==> config.mk <==
export PLATFORM = sky130hd
export DESIGN_NAME = dmem_arbiter
export DESIGN_NICKNAME = d
export VERILOG_FILES = /design/src/rtl/dmem_arbiter.sv
export SDC_FILE = /design/constraint.sdc
export NUM_CORES = 1
export LEC_CHECK = 0
export ABC_AREA = 1
export BUFFER_PORTS_ARGS = -buffer_cell sky130_fd_sc_hd__buf_4
export CORE_AREA = 2 2 180 182
export CTS_BUF_LIST = sky130_fd_sc_hd__clkbuf_16
export DETAILED_ROUTE_END_ITERATION = 16
export DIE_AREA = 0 0 182 184
export GPL_ROUTABILITY_DRIVEN = 0
export PLACE_DENSITY = 0.43
export SETUP_SLACK_MARGIN = 0.1
export SLEW_MARGIN = 20
export SYNTH_ARGS = -nofsm -noshare
export SYNTH_HDL_FRONTEND = slang
export SYNTH_SLANG_ARGS = --single-unit
==> constraint.sdc <==
create_clock -name clk -period 1.6 [get_ports clk]
set_input_delay 0 -clock clk [delete_from_list [all_inputs] [get_ports clk]]
set_output_delay 0 -clock clk [all_outputs]
set_load 0.01 [all_outputs]
==> src/rtl/dmem_arbiter.sv <==
// Shares one single-port synchronous data memory between the CPU MEM stage and a debug/loader port.
// Every access takes an issue cycle and a response cycle. The CPU wins ties until MAX_CPU_BURST grants have starved debug.
module dmem_arbiter #(
    parameter int MEM_AW        = 5,
    parameter int MAX_CPU_BURST = 4
) (
    input  logic              clk,
    input  logic              reset,
    input  logic              cpu_req,
    input  logic              cpu_we,
    input  logic [63:0]       cpu_addr,
    input  logic [63:0]       cpu_wdata,
    output logic [63:0]       cpu_rdata,
    output logic              cpu_stall,
    output logic              cpu_misalign,
    input  logic              dbg_req,
    input  logic              dbg_we,
    input  logic [MEM_AW-1:0] dbg_addr,
    input  logic [63:0]       dbg_wdata,
    output logic [63:0]       dbg_rdata,
    output logic              dbg_ack,
    output logic              mem_en,
    output logic              mem_we,
    output logic [MEM_AW-1:0] mem_addr,
    output logic [63:0]       mem_wdata,
    input  logic [63:0]       mem_rdata
);

    typedef enum logic [1:0] {IDLE, CPU_RESP, DBG_RESP} state_t;

    localparam int            CW        = $clog2(MAX_CPU_BURST + 1);
    localparam logic [CW-1:0] BURST_MAX = CW'(MAX_CPU_BURST);

    state_t        r_state;
    state_t        w_next_state;
    logic [CW-1:0] r_burst_cnt;
    logic          r_resp_rd;
    logic          r_resp_mis;
    logic [63:0]   r_cpu_rdata;
    logic [63:0]   r_dbg_rdata;
    logic          w_cpu_win;
    logic          w_dbg_win;
    logic          w_mis;
    logic          w_unused_addr;

    // Address bits above the memory depth are deliberately ignored (wrap-around).
    assign w_unused_addr = ^cpu_addr[63:MEM_AW+3];

    always_comb begin
        w_next_state = r_state;
        w_cpu_win    = 1'b0;
        w_dbg_win    = 1'b0;
        if (!reset) begin
            case (r_state)
                IDLE: begin
                    if (cpu_req && !(dbg_req && r_burst_cnt == BURST_MAX)) begin
                        w_cpu_win = 1'b1;
                    end else if (dbg_req) begin
                        w_dbg_win = 1'b1;
                    end
                    if (w_cpu_win) begin
                        w_next_state = CPU_RESP;
                    end else if (w_dbg_win) begin
                        w_next_state = DBG_RESP;
                    end
                end
                default: w_next_state = IDLE;
            endcase
        end
    end

    // A misaligned CPU access is granted a response slot but never touches memory.
    assign w_mis        = w_cpu_win && (cpu_addr[2:0] != 3'b000);
    assign cpu_misalign = w_mis;
    assign mem_en       = w_dbg_win || (w_cpu_win && !w_mis);
    assign mem_we       = w_dbg_win ? dbg_we : (w_cpu_win && !w_mis && cpu_we);
    assign mem_addr     = w_dbg_win ? dbg_addr : cpu_addr[MEM_AW+2:3];
    assign mem_wdata    = w_dbg_win ? dbg_wdata : cpu_wdata;

    assign cpu_stall = !reset && cpu_req && (r_state != CPU_RESP);
    assign dbg_ack   = !reset && (r_state == DBG_RESP);

    // Read data is forwarded straight from memory during the response cycle, then held.
    assign cpu_rdata = (!reset && r_state == CPU_RESP && r_resp_rd)
                       ? (r_resp_mis ? 64'd0 : mem_rdata) : r_cpu_rdata;
    assign dbg_rdata = (!reset && r_state == DBG_RESP && r_resp_rd) ? mem_rdata : r_dbg_rdata;

    always_ff @(posedge clk) begin
        if (reset) begin
            r_state     <= IDLE;
            r_burst_cnt <= '0;
            r_resp_rd   <= 1'b0;
            r_resp_mis  <= 1'b0;
            r_cpu_rdata <= '0;
            r_dbg_rdata <= '0;
        end else begin
            r_state     <= w_next_state;
            r_cpu_rdata <= cpu_rdata;
            r_dbg_rdata <= dbg_rdata;
            if (w_cpu_win) begin
                r_resp_rd  <= !cpu_we || w_mis;
                r_resp_mis <= w_mis;
            end else if (w_dbg_win) begin
                r_resp_rd  <= !dbg_we;
                r_resp_mis <= 1'b0;
            end
            if (!dbg_req || w_dbg_win) begin
                r_burst_cnt <= '0;
            end else if (w_cpu_win && r_burst_cnt != BURST_MAX) begin
                r_burst_cnt <= r_burst_cnt + 1'b1;
            end
        end
    end

endmodule

## Word level (Yosys, flattened, before mapping)

Cells that the tools add are included.

- Bits in writable memories: 0
- Flip-flop bits (word level): 135
- ROM bits: 0
- Memories: 0
- Output and inout bits: 202
- Input bits: 267
- Latch bits: 0

- Mux-type cells: 23
- Equal/unequal tests: 5
- $mul: 0
- Bitwise gates (word level): 1
- $lt $le $gt $ge: 0
- Shifts and indexed selects: 0
- Add/sub/neg operators: 1
- Div/mod/pow operators: 0
- Reductions and logical operators: 28

Operators by type and width:

| kind | number |
|---|---|
| $mux 64 | 4 |
| $mux 1 | 18 |
| $logic_and 1x1->1 | 12 |
| $logic_not 1->1 | 6 |
| $mux 5 | 1 |
| $reduce_bool 2->1 | 2 |
| $reduce_or 2->1 | 2 |
| $add 3x1->3 const B | 1 |
| $eq 3x3->1 const B | 1 |
| $logic_or 1x1->1 | 3 |
| $ne 3x3->1 const B | 1 |
| $reduce_bool 3->1 | 1 |
| $reduce_or 3->1 | 1 |
| $eq 2x1->1 const B | 1 |
| $eq 2x2->1 const B | 1 |
| $logic_not 2->1 | 1 |
| $ne 2x1->1 const B | 1 |
| $not 1->1 | 1 |

## Logic depth before layout (Yosys ltp)

- Word-level depth: 14
- Mapped depth: 10
- Mapped depth without buffers: 9

## Least setup slack after synthesis

Ideal clock, no wire load.

- Kind: reg-to-output
- Start point: register r_burst_cnt[0]
- End point: output port mem_addr[0]
- Data arrival time: 1.337 ns
- Data required time: 1.600 ns
- Path slack: 0.263 ns
- Stages on the path, launching flop included: 11
- Buffers on the path: 1
- Cell sequence: dfxtp_1 -> inv_1 -> ha_1 -> nand3_1 -> nand2_1 -> nand2_1 -> nor2_4 -> inv_4 -> buf_6 -> nand2_1 -> nand2_1

- Cells in the longest elaborated chain, start to end: 10

RTL lines:

| what | RTL line | source |
|---|---|---|
| start, declared | 36 | `logic [CW-1:0] r_burst_cnt;` |
| start signal, assigned | 110 | `r_burst_cnt <= r_burst_cnt + 1'b1;` |
| $eq 3x3->1 | 56 | `if (cpu_req && !(dbg_req && r_burst_cnt == BURST_MAX)) begin` |
| $logic_and 1x1->1 | 56 |  |
| $logic_not 1->1 | 56 |  |
| $logic_and 1x1->1 | 56 |  |
| $mux 1 | 56 |  |
| $mux 1 | 54 | `case (r_state)` |
| $mux 1 | 53 | `if (!reset) begin` |
| $mux 1 | 54 |  |
| $mux 1 | 53 |  |
| $mux 5 | 77 | `assign mem_addr = w_dbg_win ? dbg_addr : cpu_addr[MEM_AW+2:3];` |
| end, declared | 24 | `output logic [MEM_AW-1:0] mem_addr,` |

No other way between the ends. The select of a mux whose other input is x is not followed.

## Worst setup path in the final report

- Start point: register r_burst_cnt[0]
- End point: output port mem_we

- Cells in the longest elaborated chain, start to end: 14

RTL lines:

| what | RTL line | source |
|---|---|---|
| $eq 3x3->1 (*) | 56 |  |
| $logic_and 1x1->1 (*) | 56 |  |
| $logic_not 1->1 (*) | 56 |  |
| $logic_and 1x1->1 (*) | 56 |  |
| $mux 1 | 56 |  |
| $mux 1 | 54 |  |
| $mux 1 | 53 |  |
| $mux 1 | 54 |  |
| $mux 1 | 53 |  |
| $logic_and 1x1->1 | 73 | `assign w_mis = w_cpu_win && (cpu_addr[2:0] != 3'b000);` |
| $logic_not 1->1 | 76 | `assign mem_we = w_dbg_win ? dbg_we : (w_cpu_win && !w_mis && cpu_we);` |
| $logic_and 1x1->1 (2 in series) | 76 |  |
| $mux 1 (*) | 76 |  |
| end, declared | 23 | `output logic mem_we,` |

Mark *: on every way between the ends. The rest lies on a longest branch, timed or not. The select of a mux whose other input is x is not followed.

==> results.json <==
{
  "fin_skew_ns": 0.01801,
  "critical_path_class": "reg2out",
  "maxCapViolations": 0,
  "io_buffer_count": 412,
  "grt_pass1_wl_mm": 55.48,
  "synth_seq_area_share": 0.4132,
  "place_ws_ns": -0.07196,
  "cts.sinks": 135,
  "area_delta_synth_final_pct": 143.9,
  "grt_max_degree": 67,
  "ant_nets": 0,
  "relSlewSlack": 0.4514,
  "start_util": 0.2083,
  "wl_per_cell_um": 20.21,
  "whs_ns": 0.01729,
  "netlist_instances": 1039,
  "r2r_slack_ns": -0.16,
  "synth_fp_nets": 1308,
  "num_rows": 65,
  "vias_per_cell": 4.408,
  "cp-start-kind": "register",
  "core_um2": 31390,
  "period_minus_slack_ns": 1.953,
  "diodes": 0,
  "dpl_cell_area_um2": 10120,
  "grt_pass1_vias": 8784,
  "hold_viol": 0,
  "final_nets": 1885,
  "leakagePower_uw": 0.007784,
  "rsz0062_at_grt": "yes",
  "drt-initial-drc-count": 339,
  "setup_slack_ns": -0.3525,
  "clock_path_buffers": 2,
  "vias": 8949,
  "postSynthAreaPerCell_um2": 6.295,
  "drt_first_pass_iters": 4,
  "track_usage": 0.2235,
  "path_max_fanout": 2,
  "die_height_um": 184,
  "power_density_nw_per_um2": 620.5,
  "grt.overflow.total": 0,
  "endpoint_kind": "output port",
  "report.final.slew_viol_count": 0,
  "root_buffer": "clkbuf_16",
  "clkTransAtPathRegs_ns": 0.06,
  "fp.dieW_um": 182,
  "ys_types": 22,
  "syn_area_um2": 6540,
  "dieArea_um2": 33490,
  "cts_made_buffers": 17,
  "synth_top_area_frac": 0.4132,
  "worst_pin_slew_ns": 0.8228,
  "antenna_found_initial": 0,
  "h-tree-depth": 4,
  "drc": 0,
  "synth-seq-cells": 135,
  "hold_path.class": "in2reg",
  "status": "finished with violations",
  "fmax_mhz": 512.2,
  "power_uw": 9897,
  "io_pins": 469,
  "critPathArrivalTime_ns": 1.95,
  "irDropWorstVdd_mv": 0.7580,
  "clk_latency_ns": 0.43,
  "critical_path_required_ns": 1.60,
  "cts_tree": "done",
  "most-common-layout-cells": "buf_4, nand2_1, buf_6, nand2_2, dfxtp_1",
  "synthTopCellsByArea": "dfxtp_1, nand2_1, inv_1, nand3_1, a21oi_1",
  "yosys_warnings": 0,
  "failed_checks": "negative setup slack",
  "dp_hpwl_mm": 26.00,
  "routed_wirelength_mm": 41.04,
  "setup-violations-final": 204,
  "yosys.area.top_type": "dfxtp_1",
  "final.period_utilization": 1.220,
  "drive_gt1_frac": 0.6222,
  "fin_area_um2": 15950,
  "final_common_cell": "buf_4"
}
[cell usage after synthesis (all sizes together)]
cell type,instances
nand2,418
nor3,1
xor2,1
inv,143
clkbuf,19
nand3,71
ha,2
o21bai,1
dfxtp,135
o21ai,67
nor2,70
buf,43
a21oi,68
[area by class of cell]
type,count,area (um^2)
multi-input cells,699,5121
inverters,143,549.3
repair buffers,620,6452
well taps,402,503.0
fillers,3014,15440
clock buffers,17,425.4
flip-flops and latches,135,2709
clock inverters,14,190.2
[worst max-delay path, cell delays in order, from the launching register on]
cell and delay, ns:
dfxtp_2 0.33, inv_2 0.05, ha_4 0.15, nand3_2 0.07, nand2_2 0.06, buf_4 0.13
buf_6 0.10, buf_6 0.11, nor2_4 0.14, nand3_2 0.10, o21ai_1 0.15, buf_4 0.15
[final timing paths]
path	startpoint	end	cells after the start
setup reg to reg	r_burst_cnt[0]	r_burst_cnt[0]	14
setup / recovery	r_burst_cnt[0]	mem_we	11
hold reg to reg	r_cpu_rdata[13]	r_cpu_rdata[13]	2
hold / removal	cpu_req	r_resp_rd	4
[what timing repair did]
action                     4_1_cts  5_1_grt
cloned                          23        9
hold endpoints to repair       132        0
setup endpoints to repair      201      239
resized for setup              383      483
setup buffers                   42       44
pin swaps                       36      100
hold buffers                    68        0
[routing by layer]
| layer | up-vias | global-route usage | wire length, um | part of all wire |
|---|---|---|---|---|
| met5 | - | 0 | 0 | 0 |
| met2 | 298 | 0.4319 | 22080 | 0.54 |
| met1 | 4267 | 0.2450 | 15660 | 0.38 |
| met4 | 0 | 0.04516 | 794 | 0.019 |
| met3 | 30 | 0.05705 | 2502 | 0.061 |
| li1 | 4354 | - | - | - |
[flip-flops by register name, summed over array words and instances (netlist names)]
signal	count
r_resp_rd	1
r_dbg_rdata	64
r_resp_mis	1
r_state	2
r_cpu_rdata	64
r_burst_cnt	3
[metrics by stage]
stage | setup TNS, ns | std cells | utilization
global route | -67.06 | 2030 | 0.5081
CTS | -49.98 | 1987 | 0.4347
floorplan | 0 | 1039 | -
global placement | -0.6326 | 1823 | 0.3225
finish | -48.18 | 2030 | 0.5081
detailed placement | -0.5752 | 1823 | 0.3225
[report_power, final]
part           switching, uW  internal, uW
Sequential              20.3          3400
Clock                   1750          2490
Combinational           1100          1130
[cell families after synthesis]
kind of cell | Yosys count | synth area share
AO/OA/AOI/OAI | 136 | 0.1045
XOR/XNOR | 1 | 0.001339
adder cells (fa/ha/maj) | 2 | 0.003826
buffers and inverters | 205 | 0.1379
flip-flops | 135 | 0.4132
AND/OR/NAND/NOR | 560 | 0.3392
Note: power is estimated with default switching activity, not from simulation.
